$ cat config.mk
export PLATFORM = sky130hd
export DESIGN_NAME = prach_conv_mixer_flat
export DESIGN_NICKNAME = d
export VERILOG_FILES = /design/src/rtl/prach_conv_mixer_pkg.sv /design/src/rtl/prach_conv_mixer_if.sv /design/src/rtl/prach_conv_mixer_rnd_sat.sv /design/src/rtl/prach_delay.sv /design/src/rtl/prach_conv_mixer.sv /design/src/flat_wrapper.sv
export SDC_FILE = /design/constraint.sdc
export NUM_CORES = 2
export LEC_CHECK = 0
export CAP_MARGIN = 15
export CORE_UTILIZATION = 50
export DETAILED_ROUTE_END_ITERATION = 7
export HOLD_SLACK_MARGIN = 0.05
export PLACE_DENSITY = 0.67
export RECOVER_POWER = 100
export SLEW_MARGIN = 20
export SYNTH_ARGS = -nofsm -noshare
export SYNTH_HDL_FRONTEND = slang
export SYNTH_SLANG_ARGS = --single-unit
$ cat constraint.sdc
create_clock -name clk -period 7.4 [get_ports clk]
set_clock_uncertainty 0.05 [all_clocks]
set_input_delay 1.11 -clock clk [delete_from_list [all_inputs] [get_ports clk]]
set_output_delay 1.11 -clock clk [all_outputs]
set_load 0.02 [all_outputs]
$ cat src/rtl/prach_conv_mixer_pkg.sv
// Shared types and constants for the PRACH conversion mixer slice.
package prach_pkg;

  localparam int NcoFrac = 14;
  localparam int ChnW    = 8;

  // One complex 16-bit value; used here for the registered NCO phasor (i = cos, q = sin).
  typedef struct packed {
    logic signed [15:0] i;
    logic signed [15:0] q;
  } iq16_t;

endpackage

$ cat src/rtl/prach_conv_mixer_if.sv
// TDM sample/NCO input bundle and mixed output bundle of prach_conv_mixer.
// master drives samples and NCO values; slave is the mixer.
interface prach_conv_mixer_if
  import prach_pkg::*;
#(
  parameter int DW    = 16,
  parameter int CHN_W = ChnW
);

  logic                    sync_in;
  logic signed [DW-1:0]    din_i;
  logic signed [DW-1:0]    din_q;
  logic signed [15:0]      nco_cos;
  logic signed [15:0]      nco_sin;
  logic        [CHN_W-1:0] nco_chn;

  logic signed [DW-1:0]    dout_i;
  logic signed [DW-1:0]    dout_q;
  logic        [CHN_W-1:0] dout_chn;
  logic                    dout_sat;
  logic                    sync_out;
  logic                    align_err;

  modport master (
    output sync_in, din_i, din_q, nco_cos, nco_sin, nco_chn,
    input  dout_i, dout_q, dout_chn, dout_sat, sync_out, align_err
  );

  modport slave (
    input  sync_in, din_i, din_q, nco_cos, nco_sin, nco_chn,
    output dout_i, dout_q, dout_chn, dout_sat, sync_out, align_err
  );

endinterface

$ cat src/rtl/prach_conv_mixer_rnd_sat.sv
// One rail of the mixer output stage: optional round-half-up, arithmetic
// shift by NCO_FRAC, saturation to DW bits, registered with a sat flag.
// Build option: PRACH_CONV_MIXER_ROUND_EN selects rounding; otherwise floor.
module prach_conv_mixer_rnd_sat #(
  parameter int DW       = 16,
  parameter int NCO_FRAC = 14,
  parameter int IW       = 33
) (
  input  logic                 clk,
  input  logic                 rst,
  input  logic signed [IW-1:0] din,
  output logic signed [DW-1:0] dout,
  output logic                 sat
);

  // One guard bit so the rounding bias can never overflow the sum.
  localparam int AW = IW + 1;

`ifdef PRACH_CONV_MIXER_ROUND_EN
  localparam logic signed [AW-1:0] RndBias = AW'(2 ** (NCO_FRAC - 1));
`else
  localparam logic signed [AW-1:0] RndBias = '0;
`endif

  localparam logic signed [AW-1:0] MaxV = (AW'(1) <<< (DW - 1)) - AW'(1);
  localparam logic signed [AW-1:0] MinV = -(AW'(1) <<< (DW - 1));

  logic signed [AW-1:0] biased;
  logic signed [AW-1:0] shifted;

  // Bias and scale back to sample units.
  always_comb begin
    biased  = AW'(din) + RndBias;
    shifted = biased >>> NCO_FRAC;
  end

  // Clamp to the DW range and flag when clamping happened.
  always_ff @(posedge clk) begin
    if (rst) begin
      dout <= '0;
      sat  <= 1'b0;
    end else if (shifted > MaxV) begin
      dout <= MaxV[DW-1:0];
      sat  <= 1'b1;
    end else if (shifted < MinV) begin
      dout <= MinV[DW-1:0];
      sat  <= 1'b1;
    end else begin
      dout <= shifted[DW-1:0];
      sat  <= 1'b0;
    end
  end

endmodule

$ cat src/rtl/prach_delay.sv
// Fixed-depth shift-register delay line with synchronous active-high clear.
module prach_delay #(
  parameter int W     = 1,
  parameter int DEPTH = 4
) (
  input  logic         clk,
  input  logic         rst,
  input  logic [W-1:0] din,
  output logic [W-1:0] dout
);

  logic [W-1:0] pipe [DEPTH];

  // Shift one stage per cycle; reset clears every stage.
  // NOTE: every stage is reset (not just the last) so a reset flushes
  // in-flight tags instead of letting them emerge after reset releases.
  always_ff @(posedge clk) begin
    if (rst) begin
      for (int i = 0; i < DEPTH; i++) pipe[i] <= '0;
    end else begin
      pipe[0] <= din;
      for (int i = 1; i < DEPTH; i++) pipe[i] <= pipe[i-1];
    end
  end

  assign dout = pipe[DEPTH-1];

endmodule

$ cat src/rtl/prach_conv_mixer.sv
// Complex down-conversion mixer: y = din * conj(nco) on a 2**CHN_W slot TDM
// stream, 4-cycle fixed latency, with a sticky sample/NCO channel alignment check.
// Build option: PRACH_CONV_MIXER_ROUND_EN (round half up instead of floor).
module prach_conv_mixer
  import prach_pkg::*;
#(
  parameter int DW       = 16,
  parameter int NCO_FRAC = NcoFrac,
  parameter int CHN_W    = ChnW
) (
  input  logic              clk,
  input  logic              rst,
  prach_conv_mixer_if.slave bus
);

  localparam int PW = DW + 16;  // product width
  localparam int SW = PW + 1;   // sum width
  localparam logic [CHN_W-1:0] ChnOne = CHN_W'(1);

  logic [CHN_W-1:0] chn_q;
  logic [CHN_W-1:0] chn_cur;
  logic             locked_q;
  logic             align_err_q;
  logic             chn_mismatch;

  // Channel tag of the sample presented this cycle and the alignment test.
  // The sync cycle itself counts as locked so a bad NCO tag on sync is caught.
  // NOTE: every always_comb output gets a default first so no path leaves it
  // unassigned, which would otherwise infer a latch.
  always_comb begin
    chn_cur = chn_q + ChnOne;
    if (bus.sync_in) chn_cur = '0;
    chn_mismatch = (locked_q || bus.sync_in) && (bus.nco_chn != chn_cur);
  end

  // Channel counter, lock flag and sticky alignment error.
  // NOTE: sequential state uses non-blocking assignments so every register
  // samples pre-edge values regardless of statement order.
  always_ff @(posedge clk) begin
    if (rst) begin
      chn_q       <= '0;
      locked_q    <= 1'b0;
      align_err_q <= 1'b0;
    end else begin
      chn_q <= chn_cur;
      if (bus.sync_in) locked_q    <= 1'b1;
      if (chn_mismatch) align_err_q <= 1'b1;
    end
  end

  assign bus.align_err = align_err_q;

  // S1: register sample and phasor.
  logic signed [DW-1:0] s1_di;
  logic signed [DW-1:0] s1_dq;
  iq16_t                s1_nco;

  always_ff @(posedge clk) begin
    if (rst) begin
      s1_di  <= '0;
      s1_dq  <= '0;
      s1_nco <= '0;
    end else begin
      s1_di    <= bus.din_i;
      s1_dq    <= bus.din_q;
      s1_nco.i <= bus.nco_cos;
      s1_nco.q <= bus.nco_sin;
    end
  end

  // S2: the four full-precision products.
  logic signed [PW-1:0] p_ic, p_qs, p_qc, p_is;

  always_ff @(posedge clk) begin
    if (rst) begin
      p_ic <= '0;
      p_qs <= '0;
      p_qc <= '0;
      p_is <= '0;
    end else begin
      p_ic <= PW'(s1_di) * PW'($signed(s1_nco.i));
      p_qs <= PW'(s1_dq) * PW'($signed(s1_nco.q));
      p_qc <= PW'(s1_dq) * PW'($signed(s1_nco.i));
      p_is <= PW'(s1_di) * PW'($signed(s1_nco.q));
    end
  end

  // S3: conjugate-phasor combine; one extra bit keeps the sums exact.
  logic signed [SW-1:0] s3_yi, s3_yq;

  always_ff @(posedge clk) begin
    if (rst) begin
      s3_yi <= '0;
      s3_yq <= '0;
    end else begin
      s3_yi <= SW'(p_ic) + SW'(p_qs);
      s3_yq <= SW'(p_qc) - SW'(p_is);
    end
  end

  // S4: round/shift/saturate per rail.
  logic sat_i, sat_q;

  prach_conv_mixer_rnd_sat #(.DW(DW), .NCO_FRAC(NCO_FRAC), .IW(SW)) u_rnd_sat_i (
    .clk  (clk),
    .rst  (rst),
    .din  (s3_yi),
    .dout (bus.dout_i),
    .sat  (sat_i)
  );

  prach_conv_mixer_rnd_sat #(.DW(DW), .NCO_FRAC(NCO_FRAC), .IW(SW)) u_rnd_sat_q (
    .clk  (clk),
    .rst  (rst),
    .din  (s3_yq),
    .dout (bus.dout_q),
    .sat  (sat_q)
  );

  assign bus.dout_sat = sat_i | sat_q;

  // Channel tag and sync travel alongside the data for the same 4 cycles.
  logic [CHN_W:0] tag_in, tag_out;

  assign tag_in = {bus.sync_in, chn_cur};

  prach_delay #(.W(CHN_W + 1), .DEPTH(4)) u_tag_dly (
    .clk  (clk),
    .rst  (rst),
    .din  (tag_in),
    .dout (tag_out)
  );

  assign bus.sync_out = tag_out[CHN_W];
  assign bus.dout_chn = tag_out[CHN_W-1:0];

endmodule
$ cat src/flat_wrapper.sv
// flat-port wrapper written by rule: the top's interface ports become plain ports
module prach_conv_mixer_flat import prach_pkg::*;
#(
  parameter int DW       = 16,
  parameter int NCO_FRAC = NcoFrac,
  parameter int CHN_W    = ChnW
)
  (clk, rst, bus_sync_in, bus_din_i, bus_din_q, bus_nco_cos, bus_nco_sin, bus_nco_chn, bus_dout_i, bus_dout_q, bus_dout_chn, bus_dout_sat, bus_sync_out, bus_align_err);
  prach_conv_mixer_if #(.DW(DW), .CHN_W(CHN_W)) bus_i ();
  input  logic clk;
  input  logic rst;
  input wire logic [$bits(bus_i.sync_in)-1:0] bus_sync_in;
  input wire logic [$bits(bus_i.din_i)-1:0] bus_din_i;
  input wire logic [$bits(bus_i.din_q)-1:0] bus_din_q;
  input wire logic [$bits(bus_i.nco_cos)-1:0] bus_nco_cos;
  input wire logic [$bits(bus_i.nco_sin)-1:0] bus_nco_sin;
  input wire logic [$bits(bus_i.nco_chn)-1:0] bus_nco_chn;
  output wire logic [$bits(bus_i.dout_i)-1:0] bus_dout_i;
  output wire logic [$bits(bus_i.dout_q)-1:0] bus_dout_q;
  output wire logic [$bits(bus_i.dout_chn)-1:0] bus_dout_chn;
  output wire logic [$bits(bus_i.dout_sat)-1:0] bus_dout_sat;
  output wire logic [$bits(bus_i.sync_out)-1:0] bus_sync_out;
  output wire logic [$bits(bus_i.align_err)-1:0] bus_align_err;
  assign bus_i.sync_in = bus_sync_in;
  assign bus_i.din_i = bus_din_i;
  assign bus_i.din_q = bus_din_q;
  assign bus_i.nco_cos = bus_nco_cos;
  assign bus_i.nco_sin = bus_nco_sin;
  assign bus_i.nco_chn = bus_nco_chn;
  assign bus_dout_i = bus_i.dout_i;
  assign bus_dout_q = bus_i.dout_q;
  assign bus_dout_chn = bus_i.dout_chn;
  assign bus_dout_sat = bus_i.dout_sat;
  assign bus_sync_out = bus_i.sync_out;
  assign bus_align_err = bus_i.align_err;
  prach_conv_mixer #(.DW(DW), .NCO_FRAC(NCO_FRAC), .CHN_W(CHN_W)) u_core (.clk(clk), .rst(rst), .bus(bus_i));
endmodule
==> results.py <==
metrics = {
    "grt": {
        "grt-ovfl-total": 0,
        "grt_start_max_net_pins": 168,
        "antenna_found_initial": 0,
        "grt_pass1_wl_um": 197000,
        "grt_use_total_pct": 25.4,
        "grt_pass1_vias": 37300,
    },
    "detailed_routing": {
        "viasPerCell": 5.15,
        "wirelength_um": 117000,
        "ant_nets": 0,
        "first_pass_iters": 5,
        "drt_iter0_markers": 2098,
        "drc_errors": 0,
        "num_vias": 34300,
        "wl_per_cell_um": 17.6,
    },
    "timing": {
        "slew_violations": 0,
        "period_minus_slack_ps": 7070,
        "setup_viol": 0,
        "rsz0062_at_grt": "false",
        "layout_setup_ws_ps": 334,
        "post-route-period-util_pct": 95.5,
        "worst_slew_pin_slew_ps": 1200,
        "hold_violations": 0,
        "relSlewSlack_pct": 20.2,
        "clock.fmax_mhz": 142,
        "fin_setup_tns_ps": 0,
    },
    "clock_tree": {
        "root_buffer": "clkbuf_16",
        "clk_pin_slew_ps": 60,
        "htree_levels": 2,
        "insertion_delay_ps": 630,
        "cts_buffers": 41,
        "clock-sinks": 302,
        "cts_tree": "done",
        "hold_buffers": 0,
        "clock_path_buffers": 3,
    },
    "placement": {
        "post-place-ws_ps": 423,
        "detailed_place_hpwl_um": 94800,
        "numPortBuffers": 117,
        "gp_congestion": 0.911,
    },
    "worst_setup_path": {
        "worst-r2r-cell-count": 21,
        "timing.rr.start": "u_core.s1_nco[19]",
        "crit_chain": "buf_4, and2_1, fa_1, fa_1, fa_1, fa_1, fa_1, inv_1, fa_1, inv_1, ha_1, a21o_1, a21o_1, a21o_1, nor3_1, o21ai_0, a31oi_1, o21ai_0, o31ai_1, xor2_1, nor2_1",
        "crit_type": "reg2reg",
        "crit_top_cell": "fa_1",
        "worstPathMaxFanout": 17,
        "cp_data_required_time_ps": 7840,
        "crit_path_end_kind": "flip-flop",
        "crit_slowest_cell": "dfxtp_1",
        "r2r-end": "u_core.p_ic[29]",
        "cp_slowest_stage_delay_ps": 920,
        "ff2ff_setup_slack_ps": 330,
        "arrival_ps": 7500,
        "cp_top_family": "adder cells",
        "cp-start-kind": "flip-flop",
        "critPathBufInv": 3,
    },
    "final_layout": {
        "drive_gt1_share_pct": 4.30,
        "fillers": 8836,
        "nets": 6878,
        "syn_to_final_growth_pct": 9.41,
    },
    "yosys": {
        "post_synth_inst_count": 5294,
        "synth_nets": 6808,
        "syn_area_sq_um": 49300,
        "synth_warnings": 0,
        "synth_flop_cell": "dfxtp_1",
        "synth.area.top_cells": "fa_1 (43%), dfxtp_1 (12%), ha_1 (9.9%)",
        "async_flop_share_pct": 0,
        "synth_edf_count": 0,
        "seq_area_frac_synth_pct": 12.3,
        "synth.avg_cell_area_sq_um": 9.32,
        "ys_ff_latch": 302,
        "synth_top_area_share_pct": 42.5,
        "ys_types": 73,
        "synth_area_leader_cell": "fa_1",
    },
    "hold_path": {
        "hold_path_end": "u_core.u_tag_dly.pipe[3][2]",
        "whs_path_depth": 1,
        "hold_class": "reg2reg",
        "min_from": "u_core.u_tag_dly.pipe[2][2]",
    },
    "job": {
        "maxCapViolCount": 0,
    },
    "floorplanning": {
        "rows": 114,
        "die_x_um": 316,
        "initial_core_util_pct": 50.7,
        "core_area_sq_um": 97300,
        "die_h_um": 316,
        "io_pins": 118,
        "die_area_sq_um": 99900,
    },
    "power": {
        "ir_drop_uv": 226,
        "powerDensity_nw_per_um2": 220,
        "power_mw": 11.9,
        "leakagePower_nw": 27.5,
    },
    "outcome": {
        "outcome": "finished clean",
    },
}
==> repair_timing <==
action / 4_1_cts / 5_1_grt
gates resized for setup: 0 / 1
setup buffers: 0 / 0
setup endpoints to repair: 0 / 2
==> report_power, final <==
group | switching, mW | internal (mW) | total (mW)
combinational | 4.27 | 3.13 | 7.40
sequential | 0.265 | 2.06 | 2.32
clock | 0.863 | 1.28 | 2.14
==> kinds of logic (layout without fill, tap and decap cells) <==
family	Yosys count	after routing	synth area share [%]
AOI/OAI and AO/OA	427	427	5.74
xor gates and xnor gates	159	159	2.82
adders and majority gates	1439	1439	52.4
buffers and inverters	1421	1521	10.8
DFF	302	302	12.3
muxes	5	5	0.114
other	0	3	0
and+or+nand+nor	1541	1541	15.8
==> layout by cell type (no fill, tap or decap), types with 45 or more instances in the layout <==
cell type,count
nor2b_1,132
a21oi_1,116
dfxtp_1,301
o21a_1,45
clkdlybuf4s50_1,72
o21ai_0,67
nor2_1,219
and2_1,475
buf_4,111
inv_1,1191
nand2_1,513
ha_1,391
fa_1,1048
xnor2_1,100
a21o_1,76
xor2_1,59
nand2b_1,45
==> worst reg2reg max path, delay by kind of cell (launching register included) <==
kind                     cells  cell delay [ps]
AO/OA/AOI/OAI                7             1650
XOR/XNOR                     1              170
AND/OR/NAND/NOR              3              380
flip-flops                   1              920
adder cells (fa/ha/maj)      7             3380
buffers and inverters        3              390
==> synth_stat cells (4+ instances only) <==
cell type  count
xnor2_1      100
inv_1       1191
nor2b_1      132
nand4_1       16
o211ai_1       7
a31oi_1       11
o21ai_0       66
a21boi_0       5
nor3b_1        6
dfxtp_1      302
and2_1       493
a2111oi_0      5
and3b_1        7
and3_1        14
o21bai_1      14
nor2_1       219
o21a_1        45
nand2_1      513
a21o_1        76
ha_1         391
nand2b_1      45
a211o_1        7
nand3b_1       5
o21ai_1        7
and4_1         6
nor4_1         4
o31ai_1        4
buf_1          6
xor2_1        59
or2_2         10
clkbuf_1     223
a21oi_1      115
or3_1          5
a211oi_1      19
nor3_1        36
nand3_1       21
a221oi_1       4
fa_1        1048
==> worst max path at each step <==
stage / start / end / cells past startpoint / slack, ps
floorplan: u_core.s1_di[7] / u_core.p_is[31] / 24 / 1210
finish: u_core.s1_nco[19] / u_core.p_ic[29] / 21 / 330
detailed placement: u_core.s1_nco[2] / u_core.p_is[30] / 21 / 420
global route: u_core.s1_nco[18] / u_core.p_ic[28] / 21 / 20
CTS: u_core.s1_nco[19] / u_core.p_ic[29] / 21 / 400
global placement: u_core.s1_nco[2] / u_core.p_qs[30] / 21 / 550
==> routing by layer <==
layer / vias up / wire [um] / GRT usage [%]
met5: - / 0 / 0
met4: 0 / 6480 / 12.0
met3: 184 / 7620 / 4.44
met2: 877 / 53600 / 40.6
met1: 17400 / 49800 / 33.6
li1: 15800 / - / -
==> metrics by stage <==
step / hold slack (ps) / area [sq um] / instances / utilization (%)
finish: 384 / 54000 / 6673 / 55.5
global route: 400 / 54000 / 6670 / 55.5
CTS: 385 / 54000 / 6670 / 55.5
detailed placement: 371 / 52500 / 6597 / 54.0
global placement: 367 / 52500 / 6597 / 54.0
floorplan: 364 / 49300 / 5294 / -
==> flip-flops by register name, summed over array words and instances (netlist names), 19 cells and up <==
name	count
u_core.p_ic	32
u_core.p_is	32
u_core.p_qc	32
u_core.p_qs	32
u_core.s1_nco	32
u_core.u_tag_dly.pipe	29
u_core.s3_yi	19
u_core.s3_yq	19
==> layout make-up <==
class                      count  area, sq um  share of cell area [%]
multi-input combinational   3571        38000                    70.3
clock inverter                25          342                   0.633
tap                         1276         1600                    2.96
clock buffer                  48         1120                    2.08
sequential                   302         6050                    11.2
inverter                    1192         4470                    8.29
timing repair buffer         256         2440                    4.53
antenna                        3         7.51                  0.0139
Power figures use the tool's default switching activity.
